===== config.mk =====
export PLATFORM = sky130hd
export DESIGN_NAME = vec_mem_access_unit
export DESIGN_NICKNAME = d
export VERILOG_FILES = /design/src/rtl/vec_mem_access_unit.sv
export SDC_FILE = /design/constraint.sdc
export NUM_CORES = 2
export LEC_CHECK = 0
export BUFFER_PORTS_ARGS = -buffer_cell sky130_fd_sc_hd__buf_2
export CORE_AREA = 5 5 574 576
export CTS_BUF_LIST = sky130_fd_sc_hd__clkbuf_4 sky130_fd_sc_hd__clkbuf_8
export DETAILED_ROUTE_END_ITERATION = 16
export DIE_AREA = 0 0 579 581
export GPL_TIMING_DRIVEN = 1
export HOLD_SLACK_MARGIN = 0.05
export PLACE_DENSITY = 0.43
export SLEW_MARGIN = 15
export SYNTH_ARGS = -nofsm -noshare
export SYNTH_HDL_FRONTEND = slang
export SYNTH_SLANG_ARGS = --single-unit

===== constraint.sdc =====
create_clock -name CLK -period 7.2 [get_ports CLK]
set_input_delay 0.72 -clock CLK [delete_from_list [all_inputs] [get_ports CLK]]
set_output_delay 0.72 -clock CLK [all_outputs]
set_load 0.1 [all_outputs]

===== src/rtl/vec_mem_access_unit.sv =====
// vec_mem_access_unit
// MEM-stage sequencer that runs scalar and V-lane vector loads/stores over a
// single-word synchronous memory port, one word per cycle, stalling the
// pipeline while a transfer is in flight. Load results are collected in a
// V-word buffer that feeds the MEM/WB register.

module vec_mem_access_unit #(
    parameter int N = 32,
    parameter int V = 20
) (
    input  logic           CLK,
    input  logic           RST,
    input  logic           req_i,
    input  logic           MemRead_i,
    input  logic           MemWrite_i,
    input  logic           VecOp_i,
    input  logic [N-1:0]   Addr_i,
    input  logic [N-1:0]   Data_Store_S_i,
    input  logic [V*N-1:0] Data_Store_V_i,
    output logic [N-1:0]   mem_addr_o,
    output logic [N-1:0]   mem_wdata_o,
    output logic           mem_we_o,
    output logic           mem_re_o,
    input  logic [N-1:0]   mem_rdata_i,
    output logic           stall_o,
    output logic [N-1:0]   Data_Mem_S_o,
    output logic [V*N-1:0] Data_Mem_V_o
);

    localparam int IW = $clog2(V + 1);

    typedef enum logic [1:0] {
        IDLE,
        ISSUE,
        WAIT,
        DONE
    } state_t;

    state_t        state;
    state_t        state_next;

    logic [IW-1:0] idx;
    logic [IW-1:0] cnt;
    logic [IW-1:0] rd_idx;
    logic          rd_valid;
    logic          is_store;
    logic [N-1:0]  addr_q;
    logic [N-1:0]  store_data [V];
    logic [N-1:0]  load_buf   [V];

    logic          start;
    logic          last;

    // A write wins over a simultaneous read, so any request with either
    // strobe set starts a transfer.
    assign start = req_i && (MemRead_i || MemWrite_i);
    assign last  = (idx == (cnt - IW'(1)));

    // State register; reset drops any transfer in progress for good.
    always_ff @(posedge CLK or negedge RST) begin
        if (!RST) begin
            state <= IDLE;
        end else begin
            state <= state_next;
        end
    end

    // Next-state and memory-port outputs; the port is only driven in ISSUE.
    // The request-cycle stall is gated by RST so every output reads 0 while
    // reset is held.
    always_comb begin
        state_next  = state;
        stall_o     = 1'b0;
        mem_addr_o  = '0;
        mem_wdata_o = '0;
        mem_we_o    = 1'b0;
        mem_re_o    = 1'b0;
        case (state)
            IDLE: begin
                if (start) begin
                    state_next = ISSUE;
                    stall_o    = RST;
                end
            end
            ISSUE: begin
                stall_o    = 1'b1;
                mem_addr_o = addr_q + N'(idx);
                if (is_store) begin
                    mem_we_o    = 1'b1;
                    mem_wdata_o = store_data[idx];
                end else begin
                    mem_re_o = 1'b1;
                end
                if (last) begin
                    state_next = is_store ? DONE : WAIT;
                end
            end
            WAIT: begin
                stall_o    = 1'b1;
                state_next = DONE;
            end
            DONE: begin
                state_next = IDLE;
            end
            default: begin
                state_next = IDLE;
            end
        endcase
    end

    // Request latching, word index and load capture; read data returns one
    // cycle after the strobe, so the lane being filled trails idx by one.
    always_ff @(posedge CLK or negedge RST) begin
        if (!RST) begin
            idx      <= '0;
            cnt      <= IW'(1);
            rd_idx   <= '0;
            rd_valid <= 1'b0;
            is_store <= 1'b0;
            addr_q   <= '0;
            for (int i = 0; i < V; i++) begin
                store_data[i] <= '0;
                load_buf[i]   <= '0;
            end
        end else begin
            rd_valid <= mem_re_o;
            rd_idx   <= idx;
            case (state)
                IDLE: begin
                    if (start) begin
                        is_store <= MemWrite_i;
                        cnt      <= VecOp_i ? IW'(V) : IW'(1);
                        addr_q   <= Addr_i;
                        idx      <= '0;
                        for (int i = 0; i < V; i++) begin
                            if (VecOp_i) begin
                                store_data[i] <= Data_Store_V_i[i*N +: N];
                            end else if (i == 0) begin
                                store_data[i] <= Data_Store_S_i;
                            end else begin
                                store_data[i] <= '0;
                            end
                            if (!MemWrite_i) begin
                                load_buf[i] <= '0;
                            end
                        end
                    end
                end
                ISSUE: begin
                    idx <= idx + IW'(1);
                end
                default: begin
                end
            endcase
            if (rd_valid) begin
                load_buf[rd_idx] <= mem_rdata_i;
            end
        end
    end

    assign Data_Mem_S_o = load_buf[0];

    for (genvar g = 0; g < V; g++) begin : g_lane
        assign Data_Mem_V_o[g*N +: N] = load_buf[g];
    end

endmodule


* Word level (Yosys, flattened, before mapping) *
Index checks and enable logic that the tools add are counted.

word-level totals
  bits in registers = 1331
  bits of input ports = 742
  output and inout port bits = 739
  word-level logic and storage cells = 135

cells by class
  mux-type cells = 65
  add/subtract/negate cells = 3
  eq/ne operators = 6
  bitwise operators = 2
  $lt $le $gt $ge = 3
  reductions and logical operators = 9

operators by type and width
  cell                 number
  $mux 640             3
  $mux 32              46
  $bwmux 640           1
  $bmux 32 s5          1
  $demux 32 s5         1
  $add 32x5->32        1
  $ge 6x6->1 const B   2
  $not 5->6            2
  $mux 5               2
  $pmux 5 s2           1
  $pmux 2 s4           1
  $lt 6x1->1 const B   1
  $mux 1               6
  $reduce_and 2->1     3
  $add 5x1->5 const B  1
  $eq 5x5->1           1
  $sub 5x1->5 const B  1
  $eq 2x2->1 const B   2
  $mux 2               2
  $ne 2x2->1 const B   2
  $eq 2x1->1 const B   1
  $logic_and 1x1->1    2
  $logic_not 2->1      1
  $pmux 1 s2           1
  other kinds (3)      3

* Logic depth before layout (Yosys ltp) *
  depth after elaboration = 7
  depth in mapped cells = 9
  depth with buffers taken out = 8

* Worst setup path before layout *
No wires, ideal clock.

  kind = register to output
  start = register idx[0]
  end = output mem_addr_o[4]
  arrival = 3.555 ns
  data required time = 6.480 ns
  slack = 2.925 ns
  path buffers = 1
  cell stages (with the launch flop) = 8
  cell sequence = dfrtp_1 -> ha_1 -> inv_1 -> fa_1 -> nor2b_1 -> o31a_1 -> buf_2 -> a211oi_1

on the way
  longest elaborated chain between the ends = 2

ends and longest elaborated chain
  what                    RTL line  text
  from (decl)             42        logic [IW-1:0] idx;
  from (signal assigned)  150       idx <= idx + IW'(1);
  $add 32x5->32           87        mem_addr_o = addr_q + N'(idx);
  $mux 32                 78        case (state)
  to (decl)               20        output logic [N-1:0] mem_addr_o,

Every way passes these cells.

* Worst setup path in the final report *
  start = register idx[0]
  end = output mem_wdata_o[28]

on the way
  longest elaborated chain between the ends = 6

ends and longest elaborated chain
  what                                         RTL line  text
  $not 5->6 (implied by the code)              90        mem_wdata_o = store_data[idx];
  $bmux 32 s5                                  90
  $mux 32 (implied by the code) (2 in series)  90
  $mux 32                                      88        if (is_store) begin
  $mux 32                                      78
  to (decl)                                    21        output logic [N-1:0] mem_wdata_o,

Every way passes these cells. The select of a mux whose other input is x is not followed.

==> metrics.yaml <==
clocking:
  clk_pin_slew_ns: 0.06
  clockBufferDepth: 4
  clock_sinks: 1328
  cts_post_setup_buffers_inserted: 0
  numCtsBuffers: 262
  root_buffer: "clkbuf_8"
  clock_latency_ns: 0.92
  cts_tree: "yes"
  htree_levels: 5
route:
  routedWlPerCell_um: 24.0
  drt_iter0_drc: 4030
  antenna_left: 0
  dr.pass1.iters: 5
  post_drt_via_cell_ratio: 4.22
  wirelength_um: 307000
  via_count: 53900
  drc: 0
global_routing:
  grt_pass1_wl_um: 426000
  grt_max_degree: 214
  grt_pass1_vias: 54500
  grt_overflow: 0
  grt_usage_pct: 17.5
  antenna_found_initial: 31
power_and_ir_drop:
  powerDensity_nw_per_um2: 398
  ir_drop_uv: 405
  p_leak_nw: 40.1
floorplan:
  start_util_pct: 18.0
  die-area_um2: 336000
  pin_count: 1481
  rows: 209
  die_h_um: 581
  core_um2: 323000
  die_w_um: 579
timing:
  slew_violations: 0
  setup_violations: 0
  rsz0062_at_grt: "no"
  post-route-min-period_ns: 5.90
  max_slew.worst_pin.slew_ns: 1.30
  fmax_mhz: 169
  finalHoldWorstSlack_ns: 0.192
  fin_skew_ns: 0.0883
  relSlewSlack_pct: 13.0
  worst_slack_ns: 1.30
  post-route-period-util_pct: 82.0
  hold_viol: 0
  setup_tns_ns: 0
logic_synthesis:
  synth-seq-cells: 1328
  ys.flop_type: "dfrtp_1"
  synth_area_leaders: "dfrtp_1 (57%), nand2_1 (17%), o21ai_0 (6.2%), mux4_2 (6.2%), nand3_1 (5.3%)"
  synth_top_area_share_pct: 57.1
  avgSynthCellArea_um2: 9.16
  syn-num-nets: 7107
  syn_area_um2: 58200
  syn_inst: 6353
  synthArstFlopShare_pct: 100
  post-synth-top-area-cell: "dfrtp_1"
  synthDistinctLibCells: 57
  seq_area_frac_synth_pct: 57.1
  synth_edf_count: 0
  yosys_warnings: 0
critical_path:
  worstRegToRegCells: 7
  r2r-start: "state[0]$_DFFE_PN0P_"
  slowest_delay_ns: 1.04
  crit_path_start: "idx[0]$_DFFE_PN0P_"
  critPathKind: "reg -> out"
  cp_max_fo: 32
  crit_arrival_ns: 5.18
  timing.rr.end: "store_data[275]$_DFFE_PN0P_"
  endpoint_kind: "output port"
  startpoint_type: "flip-flop"
  cp_top_family: "compound AO/OA/AOI/OAI gates"
  critical_path_required_ns: 6.48
  cp-endpoint: "mem_wdata_o[28]"
  critical_path_buf_inv_count: 2
  crit_slowest_cell: "a21oi_1"
  crit_cells: 5
  crit_chain: "buf_12, mux4_2, a21oi_1, o21ai_0, buf_2"
  r2r_slack_ns: 3.91
final_layout:
  drive_gt1_share_pct: 26.5
  layout_common_cells: "nand2_1 (2,628), buf_2 (1,478), dfrtp_1 (1,324)"
  utilization_pct: 25.3
  nFillCells: 35000
  area_delta_synth_final_pct: 40.4
  layout.nets: 9002
  final_common_cell: "nand2_1"
place:
  gp_congestion: 0.942
  place_ws_ns: 2.40
  numPortBuffers: 1480
  hpwl_um: 227000
run:
  maxCapViolCount: 0
hold_path:
  hold_class: "in -> reg"
run_status:
  status: "completed"
-- layer usage --
metal,vias to the layer above,track usage [%],share of wire (%)
li1,24800,-,-
met1,26600,21.5,40
met2,2126,30.1,49
met3,437,3.02,6.0
met4,8,7.31,4.5
met5,-,0,0.016
-- flip-flops by register name (all words and copies together) (netlist names) --
name / count
store_data: 640
Data_Mem_V_o: 608
Data_Mem_S_o: 32
addr_q: 32
idx: 5
rd_idx: 5
cnt: 2
state: 2
is_store: 1
rd_valid: 1
-- tightest hold or removal path: cells and delay by family --
kind	cells	cell delay, ns
buffers and inverters	1	0.19
and+or+nand+nor	2	0.17
-- cell usage after synthesis, types with 4 or more instances --
| cell | number |
|---|---|
| a21oi_1 | 47 |
| a22o_1 | 31 |
| buf_1 | 20 |
| buf_2 | 48 |
| buf_4 | 34 |
| clkbuf_1 | 470 |
| dfrtp_1 | 1327 |
| ha_1 | 11 |
| inv_1 | 16 |
| mux2i_1 | 67 |
| mux4_2 | 160 |
| nand2_1 | 2628 |
| nand2b_1 | 4 |
| nand3_1 | 619 |
| nand4_1 | 6 |
| nor2_1 | 43 |
| nor3_1 | 4 |
| nor3_2 | 4 |
| o21ai_0 | 724 |
| o31ai_1 | 7 |
| or3_1 | 4 |
| or4_1 | 7 |
| xor2_1 | 17 |
-- logic make-up (layout without fill, tap and decap cells) --
kind of cell,count (synthesis),in the layout,share of synthesized area (%)
flops,1328,1328,57.1
xor+xnor,20,20,0.301
fa+ha+maj,12,12,0.271
buf+inv,590,2667,4.15
compound gates,830,830,7.51
mux,228,228,7.37
simple gates,3345,3345,23.3
other cells,0,38,0
-- how the worst min path moves through the flow --
stage                                 from                     endpoint  slack [ns]  cells past startpoint
4_1_cts                Data_Store_V_i[537]  store_data[121]$_DFFE_PN0P_        0.05                      3
2_1_floorplan           idx[3]$_DFFE_PN0P_          rd_idx[3]$_DFF_PN0_        0.37                      0
6_report                Data_Store_V_i[62]  store_data[606]$_DFFE_PN0P_        0.19                      3
3_5_place_dp     store_data[6]$_DFFE_PN0P_    store_data[6]$_DFFE_PN0P_        0.45                      2
5_1_grt                Data_Store_V_i[475]  store_data[187]$_DFFE_PN0P_        0.07                      3
3_3_place_gp   store_data[361]$_DFFE_PN0P_  store_data[361]$_DFFE_PN0P_        0.45                      2
-- repair_timing --
action / 4_1_cts / 5_1_grt
resized for setup: 0 / 0
setup endpoints to repair: 0 / 0
hold buffers: 622 / 0
endpoints found under the hold margin: 743 / 0
-- where the power goes --
part	internal, mW	switching [mW]	total (mW)
Clock	4.57	3.59	8.15
Combinational	3.04	9.99	13.0
Sequential	9.60	1.70	11.3
Total	17.2	15.3	32.5
-- area by class of cell --
type	count	area, um2	share of cell area (%)
clock inverter	47	475	0.582
antenna	38	95.1	0.116
tap	4325	5410	6.63
inverter	16	60.1	0.0736
timing repair buffer	2205	14700	18.0
sequential	1328	33200	40.7
multi-input combinational	4435	22700	27.8
clock buffer	399	4940	6.05
-- per-stage QoR --
step	power, mW	cells	instance area, um2
floorplan	20.4	6353	58200
global route	34.1	12800	81600
global placement	24.2	11700	69900
CTS	32.9	12800	81500
detailed placement	24.3	11700	69900
finish	32.5	12800	81600
(Power assumes the default switching activity.)
